`src/rtl/btn_event_pkg.sv`:
```
// Shared definitions for the pushbutton event generator.
//   - event type encodings carried on evt_type
//   - per-button FSM state encoding
//   - event FIFO depth and event word layout (btn index + type)
//   - saturating increment used by the hold counters
package btn_event_pkg;

    localparam int NUM_BTN    = 6;
    localparam int FIFO_DEPTH = 4;
    localparam int EVT_W      = 5;
    localparam int CNT_W      = 16;

    localparam logic [1:0] EVT_PRESS   = 2'b00;
    localparam logic [1:0] EVT_RELEASE = 2'b01;
    localparam logic [1:0] EVT_LONG    = 2'b10;
    localparam logic [1:0] EVT_REPEAT  = 2'b11;

    localparam logic [1:0] ST_IDLE = 2'd0;
    localparam logic [1:0] ST_HELD = 2'd1;
    localparam logic [1:0] ST_LONG = 2'd2;

    typedef struct packed {
        logic [2:0] btn;
        logic [1:0] etype;
    } evt_t;

    // Hold counters stick at all-ones rather than wrapping back to zero.
    function automatic logic [CNT_W-1:0] sat_inc(input logic [CNT_W-1:0] v);
        return (v == '1) ? v : v + CNT_W'(1);
    endfunction

endpackage

```
`src/rtl/btn_event_fifo.sv`:
```
// First-word-fall-through FIFO for button events.
//   clk, reset_n : clock, asynchronous active-low reset
//   push, din    : write request and data (ignored when full unless popping)
//   pop          : consume head entry (ignored when empty)
//   dout         : head entry, valid whenever empty=0
//   full, empty  : occupancy flags
module btn_event_fifo #(
    parameter int DEPTH = 4,
    parameter int W     = 5
) (
    input  logic         clk,
    input  logic         reset_n,
    input  logic         push,
    input  logic [W-1:0] din,
    input  logic         pop,
    output logic [W-1:0] dout,
    output logic         full,
    output logic         empty
);
    localparam int AW = (DEPTH > 1) ? $clog2(DEPTH) : 1;
    localparam int CW = AW + 1;

    logic [W-1:0]  mem [DEPTH];
    logic [AW-1:0] wr_ptr, rd_ptr;
    logic [CW-1:0] count;
    logic          do_push, do_pop;

    assign full    = (count == CW'(DEPTH));
    assign empty   = (count == '0);
    assign do_pop  = pop && !empty;
    // A full FIFO still accepts a write when the head leaves in the same cycle.
    assign do_push = push && (!full || do_pop);
    assign dout    = mem[rd_ptr];

    always_ff @(posedge clk or negedge reset_n) begin
        if (!reset_n) begin
            wr_ptr <= '0;
            rd_ptr <= '0;
            count  <= '0;
            for (int i = 0; i < DEPTH; i++) mem[i] <= '0;
        end else begin
            if (do_push) begin
                mem[wr_ptr] <= din;
                wr_ptr      <= wr_ptr + AW'(1);
            end
            if (do_pop) rd_ptr <= rd_ptr + AW'(1);
            count <= count + CW'(do_push) - CW'(do_pop);
        end
    end

endmodule

```
`src/rtl/btn_event_gen.sv`:
```
// Pushbutton event generator: turns debounced button levels into a stream
// of PRESS / RELEASE / LONG / REPEAT events delivered through a small FIFO.
//   clk, reset_n  : clock, asynchronous active-low reset
//   pbtn_db[5:0]  : debounced buttons, 1 = pressed
//   evt_ready     : consumer takes the head event
//   ovf_clr       : one-cycle pulse clearing evt_overflow
//   evt_valid     : head event available
//   evt_btn/type  : head event button index and type
//   evt_overflow  : sticky, an event was dropped at a busy slot
// Pipeline: edge -> registered emit -> per-button slot -> FIFO, giving a
// two-clock PRESS latency when nothing else is queued.
module btn_event_gen
    import btn_event_pkg::*;
#(
    parameter int                 CLK_FREQUENCY_HZ  = 100000000,
    parameter int                 TICK_FREQUENCY_HZ = 1000,
    parameter int                 LONG_PRESS_TICKS  = 1000,
    parameter int                 REPEAT_RATE_TICKS = 100,
    parameter logic [NUM_BTN-1:0] BTN_MASK          = 6'b111110,
    parameter logic [NUM_BTN-1:0] REPEAT_MASK       = 6'b011110,
    parameter int                 SIMULATE          = 0,
    parameter int                 SIMULATE_TICK_CNT = 5
) (
    input  logic               clk,
    input  logic               reset_n,
    input  logic [NUM_BTN-1:0] pbtn_db,
    input  logic               evt_ready,
    input  logic               ovf_clr,
    output logic               evt_valid,
    output logic [2:0]         evt_btn,
    output logic [1:0]         evt_type,
    output logic               evt_overflow
);
    localparam int TICK_DIV = (SIMULATE != 0) ? SIMULATE_TICK_CNT
                                              : CLK_FREQUENCY_HZ / TICK_FREQUENCY_HZ;
    localparam int DIV_W    = ($clog2(TICK_DIV) > 0) ? $clog2(TICK_DIV) : 1;

    logic [DIV_W-1:0]        div_cnt;
    logic                    tick;
    logic [NUM_BTN-1:0]      prev_db, rise, fall;
    logic [NUM_BTN-1:0]      em_v;
    logic [NUM_BTN-1:0][1:0] em_t;
    logic [NUM_BTN-1:0]      slot_v, slot_v_d, slot_clr, drop;
    logic [NUM_BTN-1:0][1:0] slot_t, slot_t_d;
    logic [2:0]              push_idx;
    logic                    do_push, pop, fifo_full, fifo_empty;
    evt_t                    push_evt, head;

    // ---- tick divider and edge detect ----
    assign tick = (div_cnt == DIV_W'(TICK_DIV - 1));
    assign rise = pbtn_db & ~prev_db;
    assign fall = ~pbtn_db & prev_db;

    always_ff @(posedge clk or negedge reset_n) begin
        if (!reset_n) begin
            div_cnt <= '0;
            prev_db <= '0;
        end else begin
            div_cnt <= tick ? '0 : div_cnt + DIV_W'(1);
            prev_db <= pbtn_db;
        end
    end

    // ---- per-button FSM; the emitted event is registered before the slot ----
    for (genvar i = 0; i < NUM_BTN; i++) begin : g_btn
        logic [1:0]       st_q, st_d, et_q, et_d;
        logic [CNT_W-1:0] cnt_q, cnt_d, cnt_inc;
        logic             em_q, em_d;

        always_comb begin
            st_d    = st_q;
            cnt_d   = cnt_q;
            em_d    = 1'b0;
            et_d    = EVT_PRESS;
            cnt_inc = sat_inc(cnt_q);
            if (BTN_MASK[i]) begin
                if (st_q == ST_IDLE) begin
                    if (rise[i]) begin
                        st_d  = ST_HELD;
                        cnt_d = '0;
                        em_d  = 1'b1;
                    end
                end else if (fall[i]) begin
                    // Release wins over a LONG/REPEAT falling due this cycle.
                    st_d  = ST_IDLE;
                    cnt_d = '0;
                    em_d  = 1'b1;
                    et_d  = EVT_RELEASE;
                end else if (tick) begin
                    if (st_q == ST_HELD && int'(cnt_inc) >= LONG_PRESS_TICKS) begin
                        st_d  = ST_LONG;
                        cnt_d = '0;
                        em_d  = 1'b1;
                        et_d  = EVT_LONG;
                    end else if (st_q == ST_LONG && int'(cnt_inc) >= REPEAT_RATE_TICKS) begin
                        cnt_d = '0;
                        em_d  = REPEAT_MASK[i];
                        et_d  = EVT_REPEAT;
                    end else begin
                        cnt_d = cnt_inc;
                    end
                end
            end
        end

        always_ff @(posedge clk or negedge reset_n) begin
            if (!reset_n) begin
                st_q  <= ST_IDLE;
                cnt_q <= '0;
                em_q  <= 1'b0;
                et_q  <= EVT_PRESS;
            end else begin
                st_q  <= st_d;
                cnt_q <= cnt_d;
                em_q  <= em_d;
                et_q  <= et_d;
            end
        end

        assign em_v[i] = em_q;
        assign em_t[i] = et_q;
    end

    // ---- pending slots, lowest index drains first ----
    assign pop = evt_valid && evt_ready;

    always_comb begin
        push_idx = '0;
        for (int i = NUM_BTN - 1; i >= 0; i--)
            if (slot_v[i]) push_idx = 3'(i);
        do_push = (|slot_v) && (!fifo_full || pop);
        slot_clr = '0;
        drop     = '0;
        slot_v_d = '0;
        slot_t_d = slot_t;
        for (int i = 0; i < NUM_BTN; i++) begin
            slot_clr[i] = do_push && (push_idx == 3'(i));
            // A slot emptied this cycle can take the new event without loss.
            drop[i]     = em_v[i] && slot_v[i] && !slot_clr[i];
            slot_v_d[i] = em_v[i] || (slot_v[i] && !slot_clr[i]);
            if (em_v[i] && !drop[i]) slot_t_d[i] = em_t[i];
        end
        push_evt.btn   = push_idx;
        push_evt.etype = slot_t[push_idx];
    end

    always_ff @(posedge clk or negedge reset_n) begin
        if (!reset_n) begin
            slot_v       <= '0;
            slot_t       <= '0;
            evt_overflow <= 1'b0;
        end else begin
            slot_v <= slot_v_d;
            slot_t <= slot_t_d;
            if (|drop)        evt_overflow <= 1'b1;
            else if (ovf_clr) evt_overflow <= 1'b0;
        end
    end

    btn_event_fifo #(.DEPTH(FIFO_DEPTH), .W(EVT_W)) u_fifo (
        .clk     (clk),
        .reset_n (reset_n),
        .push    (do_push),
        .din     (push_evt),
        .pop     (pop),
        .dout    (head),
        .full    (fifo_full),
        .empty   (fifo_empty)
    );

    assign evt_valid = !fifo_empty;
    assign evt_btn   = head.btn;
    assign evt_type  = head.etype;

endmodule

```
`config.mk`:
```
export PLATFORM = sky130hd
export DESIGN_NAME = btn_event_gen
export DESIGN_NICKNAME = d
export VERILOG_FILES = /design/src/rtl/btn_event_pkg.sv /design/src/rtl/btn_event_fifo.sv /design/src/rtl/btn_event_gen.sv
export SDC_FILE = /design/constraint.sdc
export NUM_CORES = 1
export LEC_CHECK = 0
export ABC_AREA = 0
export BUFFER_PORTS_ARGS = -buffer_cell sky130_fd_sc_hd__buf_2
export CORE_UTILIZATION = 64
export DETAILED_ROUTE_END_ITERATION = 16
export PLACE_DENSITY = 0.81
export SLEW_MARGIN = 20
export SYNTH_ARGS = -nofsm -noshare
export SYNTH_HDL_FRONTEND = slang
export SYNTH_SLANG_ARGS = --single-unit
```
`constraint.sdc`:
```
create_clock -name clk -period 4 [get_ports clk]
set_clock_uncertainty 0.1 [all_clocks]
set_input_delay 0.4 -clock clk [delete_from_list [all_inputs] [get_ports clk]]
set_output_delay 0.4 -clock clk [all_outputs]
set_load 0.05 [all_outputs]
```
# After elaboration in Yosys (flattened, before gate mapping)
# Cells that the tools add are included.
# totals
ff_bits	172
wordCells	316
# op_classes
addsub	10
magnitude_cmp	14
eq_ne	27
n_mux	131
bitwise_logic	6
reduce_logical	92
# ops
operator	count
$mux W16	35
$mux W2	51
$add A16 B1 Y16 const B	5
$eq A16 B16 Y1 const B	5
$ge A16 B10 Y1 const B	5
$ge A16 B7 Y1 const B	5
$logic_and A1 B1 Y1	42
$mux W1	31
$reduce_bool A3 Y1	10
$bwmux W20	1
$mux W3	6
$add A17 B1 Y17 const B	1
$eq A17 B17 Y1 const B	1
$mux W17	1
$mux W5	3
$reduce_and A3 Y1	5
$logic_not A1 Y1	13
$and A6 B6 Y6	2
$not A6 Y6	2
$bmux W5 S2	1
$demux W5 S2	1
$eq A2 B1 Y1 const B	5
$eq A2 B2 Y1 const B	5
$logic_not A2 Y1	5
other kinds (18)	39

# Longest topological paths before layout
# Gate-level depths: netlist (run 1).
# logic_depth
word_depth	12
ltp_mapped	14

# Hierarchy
# Synthesis (run 1) repeated with hierarchy kept, for this count alone.
# unflattened
cells_unflattened	1220
area_unflattened_um2	10892.9
# modules_own_cells
module	instances	cells_per_inst	area_each_um2	seq_area_each_um2
btn_event_gen	1	1133	9614.2	3603.5
btn_event_fifo	1	87	1278.7	675.6

# Worst setup path after synthesis (run 1)
# OpenSTA, ideal clock, no wires.
# synth_path
path_type	reg2reg
start	register g_btn[3].cnt_q[1]
end	register g_btn[3].cnt_q[14]
setup_time_ns	0.121
t_arrival_ns	2.798
required_ns	3.779
setup_slack_ns	0.982
stages_incl_launch_ff	12
n_path_buf	2
synth_period_minus_slack_ns	3.018
cell_sequence	dfrtp_1 ha_1 buf_2 nand3_1 or3_1 o221a_2 a211oi_1 a2111oi_2 nor3b_1 nor3_4 buf_6 a22o_1
# synth_between
elab_chain_len	9
word_cells_on_any_way	12
classes_between	1 x add/sub; 2 x order compare; 1 x eq/ne; 6 x mux; 2 x reduce/logical
# synth_rtl
item	line	source
from (decl)	btn_event_gen.sv:67	logic [CNT_W-1:0] cnt_q, cnt_d, cnt_inc;
from (signal assigned)	btn_event_gen.sv:114	cnt_q <= cnt_d;
$add A16 B1 Y16 / $eq A16 B16 Y1 (equally long branches)	btn_event_pkg.sv:29	return (v == '1) ? v : v + CNT_W'(1);
$mux W16 (*)	btn_event_pkg.sv:29	
$ge A16 B7 Y1	btn_event_gen.sv:95	end else if (st_q == ST_LONG && int'(cnt_inc) >= REPEAT_RATE_TICKS) begin
$logic_and A1 B1 Y1	btn_event_gen.sv:95	
$mux W16	btn_event_gen.sv:95	
$mux W16 (*)	btn_event_gen.sv:90	if (st_q == ST_HELD && int'(cnt_inc) >= LONG_PRESS_TICKS) begin
$mux W16 (*)	btn_event_gen.sv:89	end else if (tick) begin
$mux W16 (*)	btn_event_gen.sv:83	end else if (fall[i]) begin
$mux W16 (*)	btn_event_gen.sv:77	if (st_q == ST_IDLE) begin
# Mark *: on every way between the ends. The rest lies on a longest branch, timed or not. The select of a mux whose other input is x is not followed.
# A chain may end at the register's enable or synchronous reset.

# Worst setup path in the final report (run 1)
# layout_path
start	register g_btn[4].cnt_q[1]
end	register g_btn[4].cnt_q[0]
# layout_between
elab_chain_len	9
word_cells_on_any_way	12
classes_between	1 x add/sub; 2 x order compare; 1 x eq/ne; 6 x mux; 2 x reduce/logical
# layout_rtl
item	line
from (decl)	btn_event_gen.sv:67
from (signal assigned)	btn_event_gen.sv:114
$add A16 B1 Y16 / $eq A16 B16 Y1 (equally long branches)	btn_event_pkg.sv:29
$mux W16 (*)	btn_event_pkg.sv:29
$ge A16 B7 Y1	btn_event_gen.sv:95
$logic_and A1 B1 Y1	btn_event_gen.sv:95
$mux W16	btn_event_gen.sv:95
$mux W16 (*)	btn_event_gen.sv:90
$mux W16 (*)	btn_event_gen.sv:89
$mux W16 (*)	btn_event_gen.sv:83
$mux W16 (*)	btn_event_gen.sv:77
# Marks and branches as above.

==> impl_metrics.csv, run 1 <==
group,metric,value,unit
floorplanning,die_y,131,µm
route,via_count,9252,
min_path,min_path_type,"in2reg",
route,detail-route-antenna-nets,0,
logic_synthesis,ys_ff_latch,171,
floorplanning,start_util,0.662,
logic_synthesis,syn-instance-count,1218,
power_and_ir_drop,p_leak,4.72,nW
setup_path,reg2regPathDepth,10,
final_layout,drive_gt1_frac,0.105,
route,firstDrtPassIters,5,
floorplanning,fp-row-count,46,
global_routing,grtUsageTotal,0.289,
floorplanning,fp.dieW,131,µm
logic_synthesis,synthArstFlopShare,1.00,
timing,hold_slack,0.0376,ns
floorplanning,io_pins,17,
floorplanning,core-area,16000,µm²
flow_run,cap_violations,0,
timing,fin_crit_sh,0.941,
logic_synthesis,synth_top_cell_area_share,0.404,
logic_synthesis,ys_seq_area_frac,0.404,
logic_synthesis,synth_ff_type,"dfrtp_1",
route,wl_per_cell,16.0,µm
place,placed_area,10800,µm²
timing,drv_slew,0,
power_and_ir_drop,ir_drop,0.449,mV
min_path,holdPathStages,1,
setup_path,cp.required,4.20,ns
cts,cts_max_level,4,
timing,finalSetupTns,0,ns
cts,cts.sinks,171,
global_routing,globalRouteOverflowTotal,0,
final_layout,nNetsFinal,1233,
global_routing,grt_max_degree,98,
cts,numCtsBuffers,17,
global_routing,grt_antenna_before_repair,0,
cts,clk_pin_slew,0.06,ns
route,drt_iter0_drc,866,
place,post-place-cells,1406,
route,via_per_inst,6.43,
logic_synthesis,yosysTopAreaCell,"dfrtp_1",
global_routing,grt_pass1_vias,8386,
setup_path,worstPathArrival,3.97,ns
setup_path,critPathLaunchType,"register",
power_and_ir_drop,powerDensity,427,nW/µm²
final_layout,area_growth,7.80,%
floorplanning,die-area,17100,µm²
global_routing,grt_pass1_wl,39500,µm
final_layout,fill_cells,1275,
timing,setup_slack,0.235,ns
timing,relSlewSlack,0.366,
place,pre_cts_slack,0.341,ns
cts,cts_resized,0,
cts,worst_skew_pair.late_latency,0.43,ns
place,dp_hpwl,15400,µm
timing,finalCriticalPeriod,3.77,ns
power_and_ir_drop,finalPower,4.88,mW
timing,tightest_slew,0.938,ns
place,globalplace.congestion,0.867,
logic_synthesis,synth_fp_nets,1241,
setup_path,end_kind,"register",
final_layout,layout_commonest_cell,"dfrtp_1",
route,drt_wl_total,23100,µm
timing,fmax,266,MHz
cts,cts_tree,"yes",
logic_synthesis,synth_area,10600,µm²
final_layout,utilization,0.713,
setup_path,path_max_fanout,31,
cts,root_buffer,"clkbuf_16",
final_layout,diodes,0,
place,portBuffers,15,
outcome,status,"finished clean",
logic_synthesis,synth.area.top_cells,"dfrtp_1, a21oi_1, nand2_1, nor2_1, nand3_1",
logic_synthesis,ys_warn_count,0,
setup_path,critical_path_class,"reg2reg",
logic_synthesis,synth_edf_count,0,
logic_synthesis,ys_types,87,
timing,hold_viol_final,0,
final_layout,seq_area,4280,µm²
route,drc,0,
final_layout,final_cells,1438,
final_layout,stdcell_area,11400,µm²
timing,rsz0062_at_grt,"false",
timing,setup_viol,0,
final_layout,layout_common_cells,"dfrtp_1, nand2_1, nor2_1",
logic_synthesis,avgSynthCellArea,8.69,µm²
cts,cts_max_path_buffers,2,
final_layout,multi_input_area,5830,µm²
==> final timing paths <==
path	from	to	slack, ns
setup / recovery	g_btn[4].cnt_q[1]	g_btn[4].cnt_q[0]	0.23
hold / removal	pbtn_db[2]	prev_db[2]	0.04
setup reg to reg	g_btn[4].cnt_q[1]	g_btn[4].cnt_q[0]	0.23
hold reg to reg	g_btn[5].em_q	slot_v[5]	0.37
max in group asynchronous	reset_n	g_btn[5].et_q[0]	2.19
min in group asynchronous	reset_n	g_btn[4].cnt_q[1]	0.52
==> cells in the mapped netlist (21+ instances only) <==
cell	instances
a21oi_1	97
buf_2	26
clkbuf_1	27
dfrtp_1	171
inv_1	42
nand2_1	124
nand3_1	70
nand4_1	33
nor2_1	107
nor3_1	37
nor4_1	25
o21ai_0	69
o21ai_1	21
==> where the power goes <==
| part | switching [mW] | internal, mW |
|---|---|---|
| clock network | 0.683 | 1.01 |
| logic | 0.680 | 0.401 |
| registers | 0.169 | 1.93 |
| total | 1.53 | 3.34 |
==> layout make-up <==
class | instances | share of cell area
clock buffer | 21 | 0.0403
clock inverter | 10 | 0.0123
inverter | 42 | 0.0138
multi-input combinational | 937 | 0.511
sequential | 171 | 0.375
tap | 216 | 0.0237
timing repair buffer | 41 | 0.0244
==> layer usage <==
layer | up-vias | track usage | share of wire
met4 | 0 | 0.0967 | 0.014
met3 | 36 | 0.0480 | 0.052
met5 | - | 0 | 0
met1 | 4441 | 0.397 | 0.46
li1 | 4483 | - | -
met2 | 292 | 0.465 | 0.47
==> worst max-delay path, cell delays in order (launching register included) <==
cell and delay (ns):
dfrtp_1 0.49, ha_1 0.40, nand3_2 0.23, or4_1 0.78
a32o_1 0.31, a2111oi_2 0.35, nor3_1 0.11, o2bb2ai_1 0.14
and3_4 0.29, a31oi_1 0.30, mux2i_1 0.12
==> flip-flops by register name, summed over array words and instances (netlist names) <==
| signal | count |
|---|---|
| g_btn.cnt_q | 80 |
| u_fifo.mem | 20 |
| div_cnt | 17 |
| g_btn.et_q | 10 |
| g_btn.st_q | 10 |
| slot_t | 10 |
| slot_v | 6 |
| g_btn.em_q | 5 |
| prev_db | 5 |
| u_fifo.count | 3 |
| u_fifo.rd_ptr | 2 |
| u_fifo.wr_ptr | 2 |
| evt_overflow | 1 |
==> logic make-up after synthesis <==
kind of cell	after synthesis	synth area share
adders and majority gates	13	0.0161
buffers and inverters	110	0.0475
muxes	45	0.0508
and+or+nand+nor	532	0.268
DFF	171	0.404
xor gates and xnor gates	31	0.0256
AOI/OAI and AO/OA	316	0.188
==> timing repair <==
item / in CTS / in global routing
hold buffers: 1 / 0
buffers inserted: 0 / 0
hold endpoints to repair: 27 / 0
(Power assumes the default switching activity.)
==> run 2: changes to the inputs <==
--- a/config.mk
+++ b/config.mk
@@ -9,8 +9,10 @@
 export BUFFER_PORTS_ARGS = -buffer_cell sky130_fd_sc_hd__buf_2
 export CORE_UTILIZATION = 64
 export DETAILED_ROUTE_END_ITERATION = 16
+export GPL_TIMING_DRIVEN = 0
 export PLACE_DENSITY = 0.81
 export SLEW_MARGIN = 20
 export SYNTH_ARGS = -nofsm -noshare
 export SYNTH_HDL_FRONTEND = slang
+export SYNTH_HIERARCHICAL = 1
 export SYNTH_SLANG_ARGS = --single-unit
==> constraint.sdc (replaced) <==
create_clock -name clk -period 4.1 [get_ports clk]
set_clock_uncertainty 0.1 [all_clocks]
set_input_delay 0.41 -clock clk [delete_from_list [all_inputs] [get_ports clk]]
set_output_delay 0.41 -clock clk [all_outputs]
set_load 0.05 [all_outputs]
==> run 2 against run 1 <==
Effect of this change: non-clock buffer count increased by 57; final cell count increased by 3.5%; combinational power up 17%; utilization up 0.36 points; count of clock-buffer cells in the layout rose by 2; synthesized cell count rose by 0.16%; via count is 5.7% higher; worst hold slack got worse by 0.018 ns; global-route usage grew 2.2 points; power up 0.82%; clock power decreased by 5%; register-to-register slack hardly changed; critical path type unchanged; largest cell class unchanged.
==> impl_metrics.csv, run 2 <==
group,metric,value,unit
min_path,hold_start,"pbtn_db[3]",
timing,rsz0062_at_grt,"false",
cts,cts_tree,"yes",
logic_synthesis,ys_types,99,
setup_path,cp.required,4.33,ns
timing,relSlewSlack,0.373,
global_routing,grt_antenna_before_repair,0,
cts,cts_max_level,4,
place,globalplace.congestion,0.958,
cts,clk_pin_slew,0.06,ns
setup_path,r2r-end,"g_btn[4].cnt_q[1]",
min_path,min_to,"prev_db[3]",
final_layout,utilization,0.717,
timing,fin_crit_sh,0.942,
power_and_ir_drop,powerDensity,414,nW/µm²
place,dp_hpwl,17600,µm
global_routing,grt_max_degree,90,
final_layout,layout_commonest_cell,"dfrtp_1",
route,drt_iter0_drc,1214,
power_and_ir_drop,p_leak,5.12,nW
setup_path,worstPathArrival,4.09,ns
global_routing,grt_pass1_wl,44200,µm
final_layout,area_growth,9.16,%
route,detail-route-antenna-nets,0,
cts,worst_skew_pair.late_latency,0.43,ns
logic_synthesis,synth_fp_nets,1243,
timing,setup_viol,0,
floorplanning,start_util,0.657,
floorplanning,die-area,17500,µm²
min_path,min_path_type,"in2reg",
global_routing,grt_pass1_vias,8923,
setup_path,r2r_slack,0.24,ns
final_layout,nNetsFinal,1279,
cts,cts_max_path_buffers,2,
logic_synthesis,syn-instance-count,1220,
timing,hold_viol_final,0,
final_layout,fill_cells,1260,
logic_synthesis,ys_seq_area_frac,0.393,
setup_path,critical_path_class,"reg2reg",
setup_path,end_kind,"register",
global_routing,globalRouteOverflowTotal,0,
final_layout,final_cells,1489,
place,portBuffers,15,
timing,drv_slew,0,
cts,cts.sinks,171,
route,wl_per_cell,17.5,µm
logic_synthesis,synth.area.top_cells,"dfrtp_1, nor2_1, nand2_1, mux2_2, nand3_1",
route,via_per_inst,6.56,
flow_run,cap_violations,0,
outcome,status,"finished clean",
final_layout,drive_gt1_frac,0.140,
global_routing,grtUsageTotal,0.311,
power_and_ir_drop,finalPower,4.92,mW
logic_synthesis,synth_most_common_cell,"dfrtp_1",
final_layout,reg_top3,"g_btn.cnt_q: 80 flops, u_fifo/mem: 20 flops, div_cnt: 17 flops",
timing,fmax,259,MHz
floorplanning,fp.dieW,132,µm
floorplanning,die_y,132,µm
floorplanning,fp-row-count,47,
place,placed_area,11300,µm²
logic_synthesis,synth_top_cell_area_share,0.393,
cts,root_buffer,"clkbuf_16",
final_layout,seq_area,4280,µm²
final_layout,multi_input_area,6070,µm²
logic_synthesis,synth_common_cells,"dfrtp_1, nor2_1, nand2_1",
final_layout,largest_reg_flops,80,
setup_path,path_max_fanout,10,
route,drc,0,
logic_synthesis,ys_ff_latch,171,
power_and_ir_drop,ir_drop,0.428,mV
final_layout,layout_common_cells,"dfrtp_1, nor2_1, nand2_1",
logic_synthesis,ys_warn_count,6,
logic_synthesis,yosysTopAreaCell,"dfrtp_1",
place,post-place-cells,1456,
logic_synthesis,synthArstFlopShare,1.00,
final_layout,diodes,0,
timing,finalCriticalPeriod,3.86,ns
final_layout,stdcell_area,11900,µm²
setup_path,timing.rr.start,"g_btn[4].cnt_q[0]",
route,via_count,9775,
timing,tightest_slew,0.932,ns
logic_synthesis,avgSynthCellArea,8.93,µm²
final_layout,top_register,"g_btn.cnt_q",
setup_path,reg2regPathDepth,12,
min_path,holdPathStages,1,
floorplanning,core-area,16600,µm²
route,drt_wl_total,26100,µm
route,firstDrtPassIters,5,
setup_path,critPathLaunchType,"register",
logic_synthesis,synth_area,10900,µm²
logic_synthesis,synth_ff_type,"dfrtp_1",
logic_synthesis,synth_edf_count,0,
cts,numCtsBuffers,17,
timing,hold_slack,0.0201,ns
floorplanning,io_pins,17,
[run 2: cell count changes after synthesis, moves of 10 or more]
cell     delta
nand2_1    -16
o21ai_0    -20
o21ai_1    -17
buf_2      +23
nand4_1    +17
and2_1     -10
nor3_1     -15
a21oi_1    -34
o22a_1     +12
mux2_2     +12
[run 2: power breakdown]
part | switching (mW) | total [mW] | internal, mW
Sequential | 0.156 | 2.04 | 1.89
Combinational | 0.765 | 1.26 | 0.491
Clock | 0.670 | 1.62 | 0.949
[run 2: repair_timing]
item / CTS / global route
hold endpoints to repair: 82 / 0
gates resized for setup: 0 / 1
hold buffers: 1 / 0
setup endpoints to repair: 0 / 1
setup buffers: 0 / 0
[run 2: kinds of logic (layout without fill, tap and decap cells)]
group | after synthesis | count (layout) | share of synthesized area
XOR/XNOR | 35 | 35 | 0.0281
adder cells (fa/ha/maj) | 13 | 13 | 0.0156
AO/OA/AOI/OAI | 295 | 295 | 0.191
buffers and inverters | 126 | 175 | 0.0509
AND/OR/NAND/NOR | 524 | 524 | 0.260
multiplexers | 56 | 56 | 0.0609
flip-flops | 171 | 171 | 0.393
[run 2: how the worst max path moves through the flow]
stage                            startpoint                 end  slack (ns)  cells after the start
after floorplan           g_btn[4].cnt_q[0]   g_btn[4].cnt_q[1]         1.0                     12
after global placement              reset_n  g_btn[3].cnt_q[15]       -0.13                      1
after detailed placement  g_btn[4].cnt_q[0]   g_btn[4].cnt_q[1]        0.40                     12
after CTS                 g_btn[4].cnt_q[0]   g_btn[4].cnt_q[1]        0.37                     12
after global routing      g_btn[4].cnt_q[0]   g_btn[4].cnt_q[1]        0.03                     12
final                     g_btn[4].cnt_q[0]   g_btn[4].cnt_q[1]        0.24                     12
[run 2: routing by layer]
layer	up-vias	part of all wire	GRT usage
met5	-	0	0
met4	0	0.015	0.0951
met3	44	0.065	0.0529
met2	387	0.46	0.482
met1	4694	0.46	0.448
li1	4650	-	-
[run 2: cell type report]
type / instances / area share
inverter: 45 / 0.0142
tap: 220 / 0.0232
sequential: 171 / 0.360
timing repair buffer: 17 / 0.0103
multi-input combinational: 923 / 0.510
clock inverter: 9 / 0.00958
clock buffer: 23 / 0.0402
buffer: 81 / 0.0324
[run 2: metrics by stage]
stage	TNS (ns)	setup slack, ns
after global placement	-18.62	-0.128
after floorplan	0	0.996
final	0	0.236
after detailed placement	0	0.398
after CTS	0	0.370
after global routing	0	0.0261
[run 2: worst max-delay path, cell delays in order (launching register included)]
cell and delay [ns]:
dfrtp_1 0.48, ha_1 0.18, buf_2 0.17, nand3_1 0.35, or4_1 0.61, buf_2 0.19, nand4_1 0.16, mux2i_1 0.31
nand4_1 0.13, o32ai_1 0.39, buf_2 0.37, o31ai_1 0.12, a31o_2 0.21
==> run 3: changes to the inputs <==
--- a/config.mk
+++ b/config.mk
@@ -10,7 +10,8 @@
 export CORE_UTILIZATION = 64
 export DETAILED_ROUTE_END_ITERATION = 16
 export GPL_TIMING_DRIVEN = 0
-export PLACE_DENSITY = 0.81
+export PLACE_DENSITY = 0.87
+export SKIP_LAST_GASP = 1
 export SLEW_MARGIN = 20
 export SYNTH_ARGS = -nofsm -noshare
 export SYNTH_HDL_FRONTEND = slang
==> run 3 against run 2 <==
Effect of this change: worst hold slack better by 0.0089 ns; utilization down 0.083 points; highest routed layer unchanged; power up 0.57%; largest power group unchanged; final cell count unchanged; sequential cell count unchanged.
==> impl_metrics.csv, run 3 (synthesis results as in run 2) <==
group,metric,value,unit
outcome,status,"finished clean",
cts,cts_tree,"yes",
cts,cts_max_level,4,
power_and_ir_drop,ir_drop,0.440,mV
timing,fmax,268,MHz
global_routing,grt_max_degree,99,
final_layout,drive_gt1_frac,0.139,
timing,finalCriticalPeriod,3.73,ns
final_layout,diodes,0,
cts,cts_max_path_buffers,2,
setup_path,cp.required,4.36,ns
setup_path,reg2regPathDepth,10,
final_layout,stdcell_area,11900,µm²
route,drt_wl_total,26900,µm
global_routing,grtUsageTotal,0.318,
setup_path,critPathLaunchType,"register",
place,post-place-cells,1456,
route,via_per_inst,6.69,
floorplanning,io_pins,17,
timing,tightest_slew,1.16,ns
timing,hold_viol_final,0,
place,dp_hpwl,17900,µm
power_and_ir_drop,p_leak,5.12,nW
setup_path,worstPathArrival,3.98,ns
global_routing,globalRouteOverflowTotal,0,
setup_path,timing.rr.start,"g_btn[5].cnt_q[0]",
place,portBuffers,15,
final_layout,top_register,"g_btn.cnt_q",
setup_path,critical_path_class,"reg2reg",
final_layout,nNetsFinal,1279,
final_layout,largest_reg_flops,80,
cts,clk_pin_slew,0.07,ns
setup_path,r2r_slack,0.37,ns
flow_run,cap_violations,0,
final_layout,fill_cells,1234,
final_layout,reg_top3,"g_btn.cnt_q: 80 flops, u_fifo/mem: 20 flops, div_cnt: 17 flops",
place,globalplace.congestion,0.951,
setup_path,r2r-end,"g_btn[5].cnt_q[10]",
floorplanning,die_y,132,µm
final_layout,final_cells,1489,
route,drc,0,
timing,rsz0062_at_grt,"false",
floorplanning,fp-row-count,47,
timing,relSlewSlack,0.223,
power_and_ir_drop,powerDensity,416,nW/µm²
route,drt_iter0_drc,1012,
global_routing,grt_pass1_vias,9247,
floorplanning,fp.dieW,132,µm
route,firstDrtPassIters,5,
timing,finalSetupTns,0,ns
timing,setup_viol,0,
min_path,min_path_type,"in2reg",
floorplanning,start_util,0.657,
cts,cts.sinks,171,
final_layout,utilization,0.716,
cts,root_buffer,"clkbuf_16",
route,wl_per_cell,18.1,µm
min_path,hold_start,"pbtn_db[3]",
final_layout,area_growth,9.03,%
route,detail-route-antenna-nets,0,
setup_path,end_kind,"register",
cts,numCtsBuffers,17,
min_path,min_to,"prev_db[3]",
floorplanning,core-area,16600,µm²
timing,drv_slew,0,
floorplanning,die-area,17500,µm²
place,placed_area,11300,µm²
final_layout,layout_commonest_cell,"dfrtp_1",
setup_path,path_max_fanout,10,
global_routing,grt_antenna_before_repair,0,
route,via_count,9959,
timing,fin_crit_sh,0.909,
min_path,holdPathStages,1,
cts,worst_skew_pair.late_latency,0.43,ns
final_layout,layout_common_cells,"dfrtp_1, nor2_1, nand2_1",
global_routing,grt_pass1_wl,45300,µm
[run 3: changes by cell type in the layout (fill, tap and decap cells not counted)]
cell | before | now
o41ai_1 | 6 | 7
clkinvlp_4 | 0 | 1
bufinv_16 | 2 | 3
clkinv_2 | 2 | 5
clkinv_4 | 5 | 3
o41ai_2 | 1 | 0
clkbuf_8 | 3 | 0
[run 3: metrics by stage]
stage	setup slack [ns]	hold WS (ns)	power, mW
final	0.375	0.0290	4.95
after global routing	0.0807	0.0106	5.17
after CTS	0.421	0.0118	4.96
after detailed placement	0.452	0.304	3.32
after global placement	-0.104	0.360	3.24
after floorplan	0.996	0.0144	3.00
[run 3: critical path, cell delays in order, from the launching register on]
cell,delay (ns)
dfrtp_1,0.42
ha_1,0.33
nand4_2,0.23
nor4_1,0.64
xnor2_1,0.19
nand2_1,0.09
or4b_2,0.66
o22ai_2,0.42
buf_2,0.33
nand3_1,0.11
a21oi_1,0.15
[run 3: timing repair]
item,in CTS,in global routing
setup buffers,0,0
hold buffers,1,0
resized for setup,0,0
endpoints found under the hold margin,73,0
setup endpoints to repair,0,0
[run 3: worst max-delay path by stage]
| stage | from | to |
|---|---|---|
| floorplan | g_btn[4].cnt_q[0] | g_btn[4].cnt_q[1] |
| detailed placement | g_btn[5].cnt_q[0] | g_btn[5].cnt_q[7] |
| finish | g_btn[5].cnt_q[0] | g_btn[5].cnt_q[10] |
| global placement | reset_n | g_btn[2].cnt_q[7] |
| CTS | g_btn[5].cnt_q[0] | g_btn[5].cnt_q[7] |
| global route | g_btn[4].cnt_q[0] | g_btn[4].cnt_q[1] |
[run 3: power breakdown]
group          switching [mW]  internal, mW
logic                   0.780         0.493
registers               0.165          1.89
clock network           0.665         0.955
total                    1.61          3.33
[run 3: layout make-up]
class / count / area, µm² / share of cell area
plain buffers: 81 / 385 / 0.0324
clock buffers: 20 / 437 / 0.0368
clock inverters: 12 / 149 / 0.0125
inverters: 45 / 169 / 0.0142
multi-input cells: 923 / 6060 / 0.510
flip-flops and latches: 171 / 4280 / 0.360
well taps: 220 / 275 / 0.0232
repair buffers: 17 / 123 / 0.0103
[run 3: layer usage]
metal | GRT usage | part of all wire
met1 | 0.433 | 0.43
met2 | 0.513 | 0.48
met3 | 0.0513 | 0.064
met4 | 0.126 | 0.024
met5 | 0 | 0
